$ cat config.mk
export PLATFORM = sky130hd
export DESIGN_NAME = knn_seq_ctrl_flat
export DESIGN_NICKNAME = d
export VERILOG_FILES = /design/src/rtl/knn_pkg.sv /design/src/rtl/knn_seq_ctrl_if.sv /design/src/rtl/knn_seq_loader.sv /design/src/rtl/knn_seq_ctrl.sv /design/src/flat_wrapper.sv
export SDC_FILE = /design/constraint.sdc
export NUM_CORES = 1
export LEC_CHECK = 0
export BUFFER_PORTS_ARGS = -buffer_cell sky130_fd_sc_hd__buf_4
export CORE_AREA = 8 8 122 96
export CTS_CLUSTER_DIAMETER = 150
export DETAILED_ROUTE_END_ITERATION = 8
export DIE_AREA = 0 0 130 104
export PLACE_DENSITY = 0.88
export SYNTH_ARGS = -nofsm -noshare
export SYNTH_HDL_FRONTEND = slang
export SYNTH_SLANG_ARGS = --single-unit
$ cat constraint.sdc
create_clock -name clk_top -period 3.3 [get_ports clk_top]
set_input_delay 0.33 -clock clk_top [delete_from_list [all_inputs] [get_ports clk_top]]
set_output_delay 0.33 -clock clk_top [all_outputs]
set_load 0.02 [all_outputs]
$ cat src/rtl/knn_pkg.sv
// Shared types and constants for the KNN query sequencer.
package knn_pkg;

  localparam int unsigned KNN_PT_W     = 32;
  localparam int unsigned KNN_COORD_W  = 16;
  localparam int unsigned KNN_ADDR_W   = 7;
  localparam int unsigned KNN_NPTS_MAX = 128;

  typedef enum logic [2:0] {
    ST_IDLE  = 3'd0,
    ST_LOAD  = 3'd1,
    ST_GAP   = 3'd2,
    ST_START = 3'd3,
    ST_WAIT  = 3'd4,
    ST_ACK   = 3'd5,
    ST_RESP  = 3'd6
  } knn_state_e;

  typedef struct packed {
    logic [KNN_COORD_W-1:0] x;
    logic [KNN_COORD_W-1:0] y;
  } knn_pt_t;

endpackage

$ cat src/rtl/knn_seq_ctrl_if.sv
// Host, sample RAM and knn_core signals seen by the sequencer.
interface knn_seq_ctrl_if #(
  parameter int unsigned DATA_W = 32,
  parameter int unsigned ADDR_W = 7
);
  logic [ADDR_W:0]   cfg_npts;
  logic              q_valid;
  logic              q_ready;
  logic [DATA_W-1:0] q_point;
  logic              mem_rd;
  logic [ADDR_W-1:0] mem_addr;
  logic [DATA_W-1:0] mem_rdata;
  logic              knn_start;
  logic [DATA_W-1:0] knn_data_pt;
  logic [DATA_W-1:0] knn_test_pt;
  logic              knn_valid;
  logic              knn_sample_add;
  logic [31:0]       knn_add;
  logic              knn_valid_out;
  logic              res_valid;
  logic              res_ready;
  logic [31:0]       res_add;
  logic              res_err;
  logic              busy;

  modport master (
    input  cfg_npts, q_valid, q_point, mem_rdata, knn_add, knn_valid_out, res_ready,
    output q_ready, mem_rd, mem_addr, knn_start, knn_data_pt, knn_test_pt, knn_valid,
           knn_sample_add, res_valid, res_add, res_err, busy
  );

  modport slave (
    output cfg_npts, q_valid, q_point, mem_rdata, knn_add, knn_valid_out, res_ready,
    input  q_ready, mem_rd, mem_addr, knn_start, knn_data_pt, knn_test_pt, knn_valid,
           knn_sample_add, res_valid, res_add, res_err, busy
  );
endinterface

$ cat src/rtl/knn_seq_loader.sv
// Streams n reference points from sample RAM as back-to-back valid beats,
// aligned to the 1-cycle RAM read latency, and flags the last beat.
module knn_seq_loader #(
  parameter int unsigned DATA_W = 32,
  parameter int unsigned ADDR_W = 7
) (
  input  logic              clk,
  input  logic              rst,
  input  logic              start,
  input  logic [ADDR_W:0]   n,
  input  logic [DATA_W-1:0] mem_rdata,
  output logic              mem_rd,
  output logic [ADDR_W-1:0] mem_addr,
  output logic              knn_valid,
  output logic [DATA_W-1:0] knn_data_pt,
  output logic              last_beat
);
  localparam int unsigned CNT_W = ADDR_W + 1;

  logic [CNT_W-1:0] n_q;
  logic [CNT_W-1:0] issued;

  // issued counts reads already on the bus; reading stops once it equals n
  always_ff @(posedge clk or posedge rst) begin
    if (rst) begin
      n_q       <= '0;
      issued    <= '0;
      mem_rd    <= 1'b0;
      mem_addr  <= '0;
      knn_valid <= 1'b0;
      last_beat <= 1'b0;
    end else begin
      knn_valid <= mem_rd;
      last_beat <= mem_rd && (issued == n_q);
      if (start) begin
        n_q      <= n;
        mem_rd   <= 1'b1;
        mem_addr <= '0;
        issued   <= CNT_W'(1);
      end else if (mem_rd) begin
        if (issued == n_q) begin
          mem_rd <= 1'b0;
        end else begin
          mem_addr <= issued[ADDR_W-1:0];
          issued   <= issued + CNT_W'(1);
        end
      end
    end
  end

  // RAM data lands in the beat cycle itself; gated so the bus is 0 when idle
  assign knn_data_pt = knn_valid ? mem_rdata : '0;

endmodule

$ cat src/rtl/knn_seq_ctrl.sv
// Query sequencer in front of knn_core: load reference set, run search, return result.
// Define KNN_CTRL_TIMEOUT_EN to abort a search after TIMEOUT_CYC cycles in WAIT.
module knn_seq_ctrl
  import knn_pkg::*;
#(
`ifdef KNN_CTRL_TIMEOUT_EN
  parameter int unsigned TIMEOUT_CYC = 1024,
`endif
  parameter int unsigned DATA_W   = KNN_PT_W,
  parameter int unsigned ADDR_W   = KNN_ADDR_W,
  parameter int unsigned NPTS_MAX = KNN_NPTS_MAX
) (
  input  logic           clk_top,
  input  logic           rst_top,
  knn_seq_ctrl_if.master bus
);
  localparam int unsigned    CNT_W = ADDR_W + 1;
  localparam logic [CNT_W-1:0] N_MAX = CNT_W'(NPTS_MAX);

  knn_state_e       state, state_d;
  logic [CNT_W-1:0] n_clamp;
  logic             q_acc, res_acc, ld_start, ld_last, tmo;

  assign n_clamp  = (bus.cfg_npts > N_MAX) ? N_MAX : bus.cfg_npts;
  assign q_acc    = bus.q_valid & bus.q_ready;
  assign res_acc  = bus.res_valid & bus.res_ready;
  assign ld_start = q_acc & (n_clamp != '0);

  knn_seq_loader #(.DATA_W(DATA_W), .ADDR_W(ADDR_W)) u_loader (
    .clk         (clk_top),
    .rst         (rst_top),
    .start       (ld_start),
    .n           (n_clamp),
    .mem_rdata   (bus.mem_rdata),
    .mem_rd      (bus.mem_rd),
    .mem_addr    (bus.mem_addr),
    .knn_valid   (bus.knn_valid),
    .knn_data_pt (bus.knn_data_pt),
    .last_beat   (ld_last)
  );

`ifdef KNN_CTRL_TIMEOUT_EN
  localparam int unsigned TMO_W = $clog2(TIMEOUT_CYC + 1);
  logic [TMO_W-1:0] wait_cnt;

  always_ff @(posedge clk_top or posedge rst_top) begin
    if (rst_top)               wait_cnt <= '0;
    else if (state == ST_WAIT) wait_cnt <= wait_cnt + TMO_W'(1);
    else                       wait_cnt <= '0;
  end

  assign tmo = (wait_cnt == TMO_W'(TIMEOUT_CYC - 1));
`else
  assign tmo = 1'b0;
`endif

  // Next-state logic
  always_comb begin
    state_d = state;
    case (state)
      ST_IDLE:  if (q_acc) state_d = (n_clamp == '0) ? ST_RESP : ST_LOAD;
      ST_LOAD:  if (ld_last) state_d = ST_GAP;
      ST_GAP:   state_d = ST_START;
      ST_START: state_d = ST_WAIT;
      ST_WAIT: begin
        if (bus.knn_valid_out) state_d = ST_ACK;
        else if (tmo)          state_d = ST_RESP;
      end
      ST_ACK:   state_d = ST_RESP;
      ST_RESP:  if (res_acc) state_d = ST_IDLE;
      default:  state_d = ST_IDLE;
    endcase
  end

  // State register; control outputs registered from next state so they track it exactly
  always_ff @(posedge clk_top or posedge rst_top) begin
    if (rst_top) begin
      state              <= ST_IDLE;
      bus.q_ready        <= 1'b0;
      bus.busy           <= 1'b0;
      bus.knn_start      <= 1'b0;
      bus.knn_sample_add <= 1'b0;
      bus.res_valid      <= 1'b0;
      bus.res_add        <= '0;
      bus.res_err        <= 1'b0;
      bus.knn_test_pt    <= '0;
    end else begin
      state              <= state_d;
      bus.q_ready        <= (state_d == ST_IDLE);
      bus.busy           <= (state_d != ST_IDLE);
      bus.knn_start      <= (state_d == ST_START) || (state_d == ST_WAIT);
      bus.knn_sample_add <= (state_d == ST_ACK);
      bus.res_valid      <= (state_d == ST_RESP);
      if (q_acc) begin
        bus.knn_test_pt <= bus.q_point;
        bus.res_add     <= '0;
        bus.res_err     <= (n_clamp == '0);
      end else if (state == ST_WAIT && bus.knn_valid_out) begin
        bus.res_add <= bus.knn_add;
      end else if (state == ST_WAIT && tmo) begin
        bus.res_add <= '0;
        bus.res_err <= 1'b1;
      end else if (res_acc) begin
        bus.res_err <= 1'b0;
      end
    end
  end

endmodule

$ cat src/flat_wrapper.sv
// flat-port wrapper written by rule: the top's interface ports become plain ports
module knn_seq_ctrl_flat import knn_pkg::*;
#(

  parameter int unsigned DATA_W   = KNN_PT_W,
  parameter int unsigned ADDR_W   = KNN_ADDR_W,
  parameter int unsigned NPTS_MAX = KNN_NPTS_MAX
)
  (clk_top, rst_top, bus_cfg_npts, bus_q_valid, bus_q_point, bus_mem_rdata, bus_knn_add, bus_knn_valid_out, bus_res_ready, bus_q_ready, bus_mem_rd, bus_mem_addr, bus_knn_start, bus_knn_data_pt, bus_knn_test_pt, bus_knn_valid, bus_knn_sample_add, bus_res_valid, bus_res_add, bus_res_err, bus_busy);
  knn_seq_ctrl_if #(.DATA_W(DATA_W), .ADDR_W(ADDR_W)) bus_i ();
  input  logic clk_top;
  input  logic rst_top;
  input wire logic [$bits(bus_i.cfg_npts)-1:0] bus_cfg_npts;
  input wire logic [$bits(bus_i.q_valid)-1:0] bus_q_valid;
  input wire logic [$bits(bus_i.q_point)-1:0] bus_q_point;
  input wire logic [$bits(bus_i.mem_rdata)-1:0] bus_mem_rdata;
  input wire logic [$bits(bus_i.knn_add)-1:0] bus_knn_add;
  input wire logic [$bits(bus_i.knn_valid_out)-1:0] bus_knn_valid_out;
  input wire logic [$bits(bus_i.res_ready)-1:0] bus_res_ready;
  output wire logic [$bits(bus_i.q_ready)-1:0] bus_q_ready;
  output wire logic [$bits(bus_i.mem_rd)-1:0] bus_mem_rd;
  output wire logic [$bits(bus_i.mem_addr)-1:0] bus_mem_addr;
  output wire logic [$bits(bus_i.knn_start)-1:0] bus_knn_start;
  output wire logic [$bits(bus_i.knn_data_pt)-1:0] bus_knn_data_pt;
  output wire logic [$bits(bus_i.knn_test_pt)-1:0] bus_knn_test_pt;
  output wire logic [$bits(bus_i.knn_valid)-1:0] bus_knn_valid;
  output wire logic [$bits(bus_i.knn_sample_add)-1:0] bus_knn_sample_add;
  output wire logic [$bits(bus_i.res_valid)-1:0] bus_res_valid;
  output wire logic [$bits(bus_i.res_add)-1:0] bus_res_add;
  output wire logic [$bits(bus_i.res_err)-1:0] bus_res_err;
  output wire logic [$bits(bus_i.busy)-1:0] bus_busy;
  assign bus_i.cfg_npts = bus_cfg_npts;
  assign bus_i.q_valid = bus_q_valid;
  assign bus_i.q_point = bus_q_point;
  assign bus_i.mem_rdata = bus_mem_rdata;
  assign bus_i.knn_add = bus_knn_add;
  assign bus_i.knn_valid_out = bus_knn_valid_out;
  assign bus_i.res_ready = bus_res_ready;
  assign bus_q_ready = bus_i.q_ready;
  assign bus_mem_rd = bus_i.mem_rd;
  assign bus_mem_addr = bus_i.mem_addr;
  assign bus_knn_start = bus_i.knn_start;
  assign bus_knn_data_pt = bus_i.knn_data_pt;
  assign bus_knn_test_pt = bus_i.knn_test_pt;
  assign bus_knn_valid = bus_i.knn_valid;
  assign bus_knn_sample_add = bus_i.knn_sample_add;
  assign bus_res_valid = bus_i.res_valid;
  assign bus_res_add = bus_i.res_add;
  assign bus_res_err = bus_i.res_err;
  assign bus_busy = bus_i.busy;
  knn_seq_ctrl #(.DATA_W(DATA_W), .ADDR_W(ADDR_W), .NPTS_MAX(NPTS_MAX)) u_core (.clk_top(clk_top), .rst_top(rst_top), .bus(bus_i));
endmodule
---- Word-level counts from Yosys, hierarchy flattened ----
Cells that the tools add are included.
cells by class
  magnitude comparators ................... 1
  bitwise operators ....................... 3
  equality and inequality tests ........... 13
  multiplexer cells ....................... 22
  reduce and logical (&&, ||, !) cells .... 13
  $add $sub $neg .......................... 1
operators with widths
  kind                 number
  $mux 32              3
  $mux 8               4
  $mux 7               3
  $pmux 3 s7           1
  $eq 3x3->1 const B   6
  $mux 3               5
  $eq 3x2->1 const B   3
  $add 8x1->8 const B  1
  $eq 8x8->1           1
  $gt 8x8->1 const B   1
  $logic_not 8->1      1
  $reduce_bool 8->1    1
  $logic_not 3->1      2
  $mux 1               6
  $reduce_bool 2->1    3
  $ne 2x1->1 const B   2
  $reduce_and 2->1     2
  $and 1x1->1          3
  $eq 3x1->1 const B   1
  $reduce_bool 3->1    1
  $logic_and 1x1->1    2
  $logic_or 1x1->1     1
word-level totals
  logic and storage cells ................. 68
  output and inout bits ................... 111
  register bits after elaboration ......... 99
  input port bits ......................... 109

---- Depth between registers and ports, before layout ----
  word-level depth ........................ 8
  gate-level depth with buffers ........... 7
  gate-level depth less buffers ........... 5

---- Cells and area by module ----
Synthesis repeated with hierarchy kept, for this count alone.
unflattened totals
  cell total of the unflattened synthesis .. 459
  area, all modules ....................... 4356.7 sq um
by module, submodules not included
  module          cells each  times used  sequential area each (sq um)  area each (sq um)
  knn_seq_ctrl    325         1           1826.8                        2970.3
  knn_seq_loader  134         1           650.6                         1386.3

---- Worst setup path after synthesis ----
Ideal clock, no wire load.
  path type ............................... register to register
  start point ............................. reg u_core.u_loader.issued[2]
  end point ............................... reg u_core.u_loader.issued[5]
  library setup time ...................... 0.079 ns
  clock period less this slack ............ 1.562 ns
  setup slack ............................. 1.738 ns
  data arrival time ....................... 1.483 ns
  data required time ...................... 3.221 ns
  cell stages (with the launch flop) ...... 8
  path buffers ............................ 2
  cells stage by stage .................... dfrtp_1 buf_2 xnor2_1 nand4_2 nor2_2 buf_6 or4_1 a21oi_1
between the ends
  cells in the longest elaborated chain, start to end .. 4
  elaborated cells between the ends (all ways) .. 7
  classes of those cells .................. add/sub (1); eq/ne (2); mux (3); reduce/logical (1)
ends and longest elaborated chain
  what                    RTL line              text
  from (decl)             knn_seq_loader.sv:21  logic [CNT_W-1:0] issued;
  from (signal assigned)  knn_seq_loader.sv:45  issued <= issued + CNT_W'(1);
  $add 8x1->8             knn_seq_loader.sv:45
  $mux 8                  knn_seq_loader.sv:41  if (issued == n_q) begin
  $mux 8                  knn_seq_loader.sv:40  end else if (mem_rd) begin
  $mux 8                  knn_seq_loader.sv:35  if (start) begin
Several ways; a longest one is shown, not always the timed one. The select of a mux whose other input is x is not followed.
A chain may end at the register's enable or synchronous reset.

---- Final worst setup path ----
  start point ............................. reg u_core.state[1]
  end point ............................... reg u_core.bus.res_err
between the ends
  cells in the longest elaborated chain, start to end .. 4
ends and longest elaborated chain
  what                               RTL line               text
  from (decl)                        knn_seq_ctrl.sv:20     knn_state_e state, state_d;
  from (signal assigned)             knn_seq_ctrl.sv:88     state <= state_d;
  $eq 3x3->1                         knn_seq_ctrl.sv:98     end else if (state == ST_WAIT && bus.knn_valid_out) begin
  $logic_and 1x1->1                  knn_seq_ctrl.sv:98
  $ne 2x1->1 (no source line)        --
  $reduce_and 2->1 (no source line)  --
  to (signal assigned)               knn_seq_ctrl.sv:97     bus.res_err <= (n_clamp == '0);
  to (decl)                          knn_seq_ctrl_if.sv:29  knn_sample_add, res_valid, res_add, res_err, busy
No other way between the ends.

==> flow_summary_export.csv <==
group,metric,value,unit
power_and_ir_drop,power_switching,2.395,mW
clocking,cts.sinks,99,
synth,synth_seq_area_share,0.5800,
synth,yosysMostFrequentCell,"nand2_1",
timing,hold_violations,0,
run_status,outcome,"finished clean",
synth,synth_cells,474,
timing,slew_headroom,0.3908,
route,wl_per_cell,15.68,um
global_route,grtUsageTotal,0.1870,
placed_design,io_buffers,219,
floorplan,core-area,9889,um2
synth,yosys_warnings,0,
timing,finalCritPeriodShare,0.6198,
clocking,clock_latency,0.33,ns
clocking,numCtsBuffers,9,
timing,setup_tns,0,ns
power_and_ir_drop,powerDensity,924.0,nW/um2
placed_design,post-dp-hpwl,10040,um
synth,yosys-top-cells-count,"nand2_1, dfrtp_1, a21oi_1, and2_1, clkbuf_1",
global_route,grt_pass1_vias,4136,
synth,syn_area_per_cell,9.012,um2
critical_path,required,3.48,ns
global_route,grt_overflow_total,0,
synth,syn_nets,584,
synth,yosysTopAreaCellShare,0.5800,
floorplan,dieArea,13520,um2
cells_and_area,final_nets,792,
timing,setup_slack,1.255,ns
clocking,holdBufCountCts,0,
cells_and_area,regArea,2477,um2
critical_path,worstPathMaxFanout,34,
global_route,grt_max_degree,74,
critical_path,reg2reg_from,"u_core.state[1]$_DFF_PP0_",
critical_path,reg2reg_to,"u_core.bus.res_err$_DFFE_PP0P_",
timing,period_needed,2.045,ns
critical_path,ff2ff_setup_slack,1.25,ns
clocking,htreeDepth,3,
synth,ys_top_cells_by_area,"dfrtp_1, nand2_1, and2_1, a21oi_1, clkbuf_1",
power_and_ir_drop,finalPower,5.807,mW
cells_and_area,stdcell_area,6285,um2
route,wl,12890,um
route,dr.pass1.iters,4,
power_and_ir_drop,seq_power_share,0.367,
placed_design,postPlaceCellArea,6015,um2
route,detail_route.vias_per_cell,4.939,
route,drc_errors,0,
clocking,post_cts.repair.setup_buffers,0,
timing,fin_skew,0.005179,ns
placed_design,pre_cts_slack,1.249,ns
cells_and_area,final_util,0.6355,
synth,synth_edf_count,0,
global_route,antenna_found_initial,0,
critical_path,end_kind,"flip-flop",
clocking,cts.clk_slew.worst_paths,0.06,ns
timing,rsz0062_at_grt,"false",
global_route,grt_first_pass_wirelength,20290,um
route,ant_nets,0,
clocking,cts-resized-gates,0,
timing,setup_violations,0,
synth,synth_cell_types,37,
floorplan,top_level_ports,220,
synth,synth_area,4272,um2
critical_path,path_class,"reg2reg",
route,dr.first_iter.drc_count,177,
timing,tightest_slew,0.9083,ns
synth,ys.flop_type,"dfrtp_1",
timing,max_freq,488.9,MHz
clocking,clock_path_buffers,2,
synth,synth_area_leader_cell,"dfrtp_1",
power_and_ir_drop,ir_worst_vdd,422.6,uV
critical_path,start_kind,"flip-flop",
run,cap_violations,0,
power_and_ir_drop,clock_power_share,0.163,
power_and_ir_drop,power_leakage,3.250,nW
floorplan,die_y,104,um
cells_and_area,multi_input_area,1672,um2
route,num_vias,4060,
cells_and_area,layout-drive-gt1-share,0.3688,
synth,synth-async-reset-ratio,1.000,
power_and_ir_drop,share_comb_of_total_power,0.471,
cells_and_area,num_antenna_cells,0,
critical_path,crit_arrival,2.22,ns
synth,synth-seq-cells,99,
cells_and_area,syn_to_final_growth,47.13,%
clocking,cts_root_buf,"clkbuf_16",
cells_and_area,n_fill_cell,811,
power_and_ir_drop,p_int,3.412,mW
floorplan,rows,32,
floorplan,start_util,0.4319,
hold_path,hold_path.class,"in2async",
critical_path,reg2reg_depth,5,
timing,drv_slew,0,
placed_design,gp_routability_congestion,0.8391,
power_and_ir_drop,p_sw_frac,0.4124,
floorplan,die_x,130,um
clocking,cts_tree,"done",
## registers in the layout, summed over array words and instances, names as in the netlist
signal and flops:
u_core.bus.busy 1, u_core.bus.knn_sample_add 1, u_core.bus.knn_start 1, u_core.bus.knn_test_pt 32
u_core.bus.q_ready 1, u_core.bus.res_add 32, u_core.bus.res_err 1, u_core.bus.res_valid 1
u_core.state 3, u_core.u_loader.issued 8, u_core.u_loader.knn_valid 1, u_core.u_loader.last_beat 1
u_core.u_loader.mem_addr 7, u_core.u_loader.mem_rd 1, u_core.u_loader.n_q 8
## per-layer routing
layer	global-route usage	vias up	routed length (um)	share of wire
li1	-	1937	-	-
met5	0	-	0	0
met2	0.3332	165	6596	0.51
met1	0.1892	1941	4523	0.35
met3	0.08402	17	1572	0.12
met4	0.06121	0	191	0.015
## layout by cell type (no fill, tap or decap), drive strengths merged
cell type	netlist	final
dfrtp	99	99
ha	1	1
nor3	1	1
or3	1	1
o21bai	1	1
nor3b	1	1
clkinv	1	5
o21ai	11	11
xor2	1	1
o21a	1	1
nor4	2	2
xnor2	8	8
o32ai	1	1
or4	2	2
o31ai	4	4
nand3b	7	7
inv	2	2
nand4	4	4
nand3	11	11
mux2i	2	2
a21o	1	1
or2	6	6
a21oi	41	41
nand2	195	195
o41ai	1	1
clkbuf	23	11
nor2b	2	2
buf	4	224
o211ai	1	1
and2	34	34
mux2	1	1
nor2	4	4
## how the worst max path moves through the flow
stage | from | cells after the start | to | slack [ns]
after detailed placement | bus_cfg_npts[2] | 6 | u_core.u_loader.mem_addr[4]$_DFFE_PP0P_ | 1.25
final | u_core.state[1]$_DFF_PP0_ | 5 | u_core.bus.res_err$_DFFE_PP0P_ | 1.25
after global placement | u_core.state[1]$_DFF_PP0_ | 5 | u_core.bus.res_err$_DFFE_PP0P_ | 1.34
after global routing | u_core.state[1]$_DFF_PP0_ | 5 | u_core.bus.res_err$_DFFE_PP0P_ | 1.11
after floorplan | rst_top | 1 | u_core.bus.busy$_DFF_PP0_ | 0.38
after CTS | u_core.state[1]$_DFF_PP0_ | 5 | u_core.bus.res_err$_DFFE_PP0P_ | 1.25
## cell type report
class,count,area share
Multi-Input combinational cell,345,0.2660
Clock inverter,4,0.004380
Tap cell,136,0.02708
Inverter,3,0.002190
Clock buffer,11,0.03862
Sequential cell,99,0.3942
Timing Repair Buffer,224,0.2676
## power groups by stage
stage          clock network (mW)  registers (mW)  logic, mW
2_1_floorplan                   0            2.56       1.13
3_3_place_gp                    0            2.11       2.69
3_5_place_dp                    0            2.15       2.78
4_1_cts                     0.983            2.13       2.78
5_1_grt                      1.02            2.21       2.98
6_report                    0.945            2.13       2.73
## cell families after synthesis
group	synth area share
multiplexers	0.007323
AND/OR/NAND/NOR	0.2824
AO/OA/AOI/OAI	0.07997
adder cells (fa/ha/maj)	0.002929
buffers and inverters	0.02900
flip-flops	0.5800
XOR/XNOR	0.01845
## worst max-delay path, stage by stage, from the launching register on
cell,delay [ns]
dfrtp_1,0.48
nor2_1,0.06
nand3_1,0.10
clkinv_1,0.71
o21ai_0,0.43
a21oi_1,0.10
## metrics by stage
step	hold WS [ns]	cells
floorplan	0.4354	474
global placement	0.4600	807
detailed placement	0.4633	807
CTS	0.1495	822
global route	0.1740	822
finish	0.1209	822
Note: power is estimated with default switching activity, not from simulation.
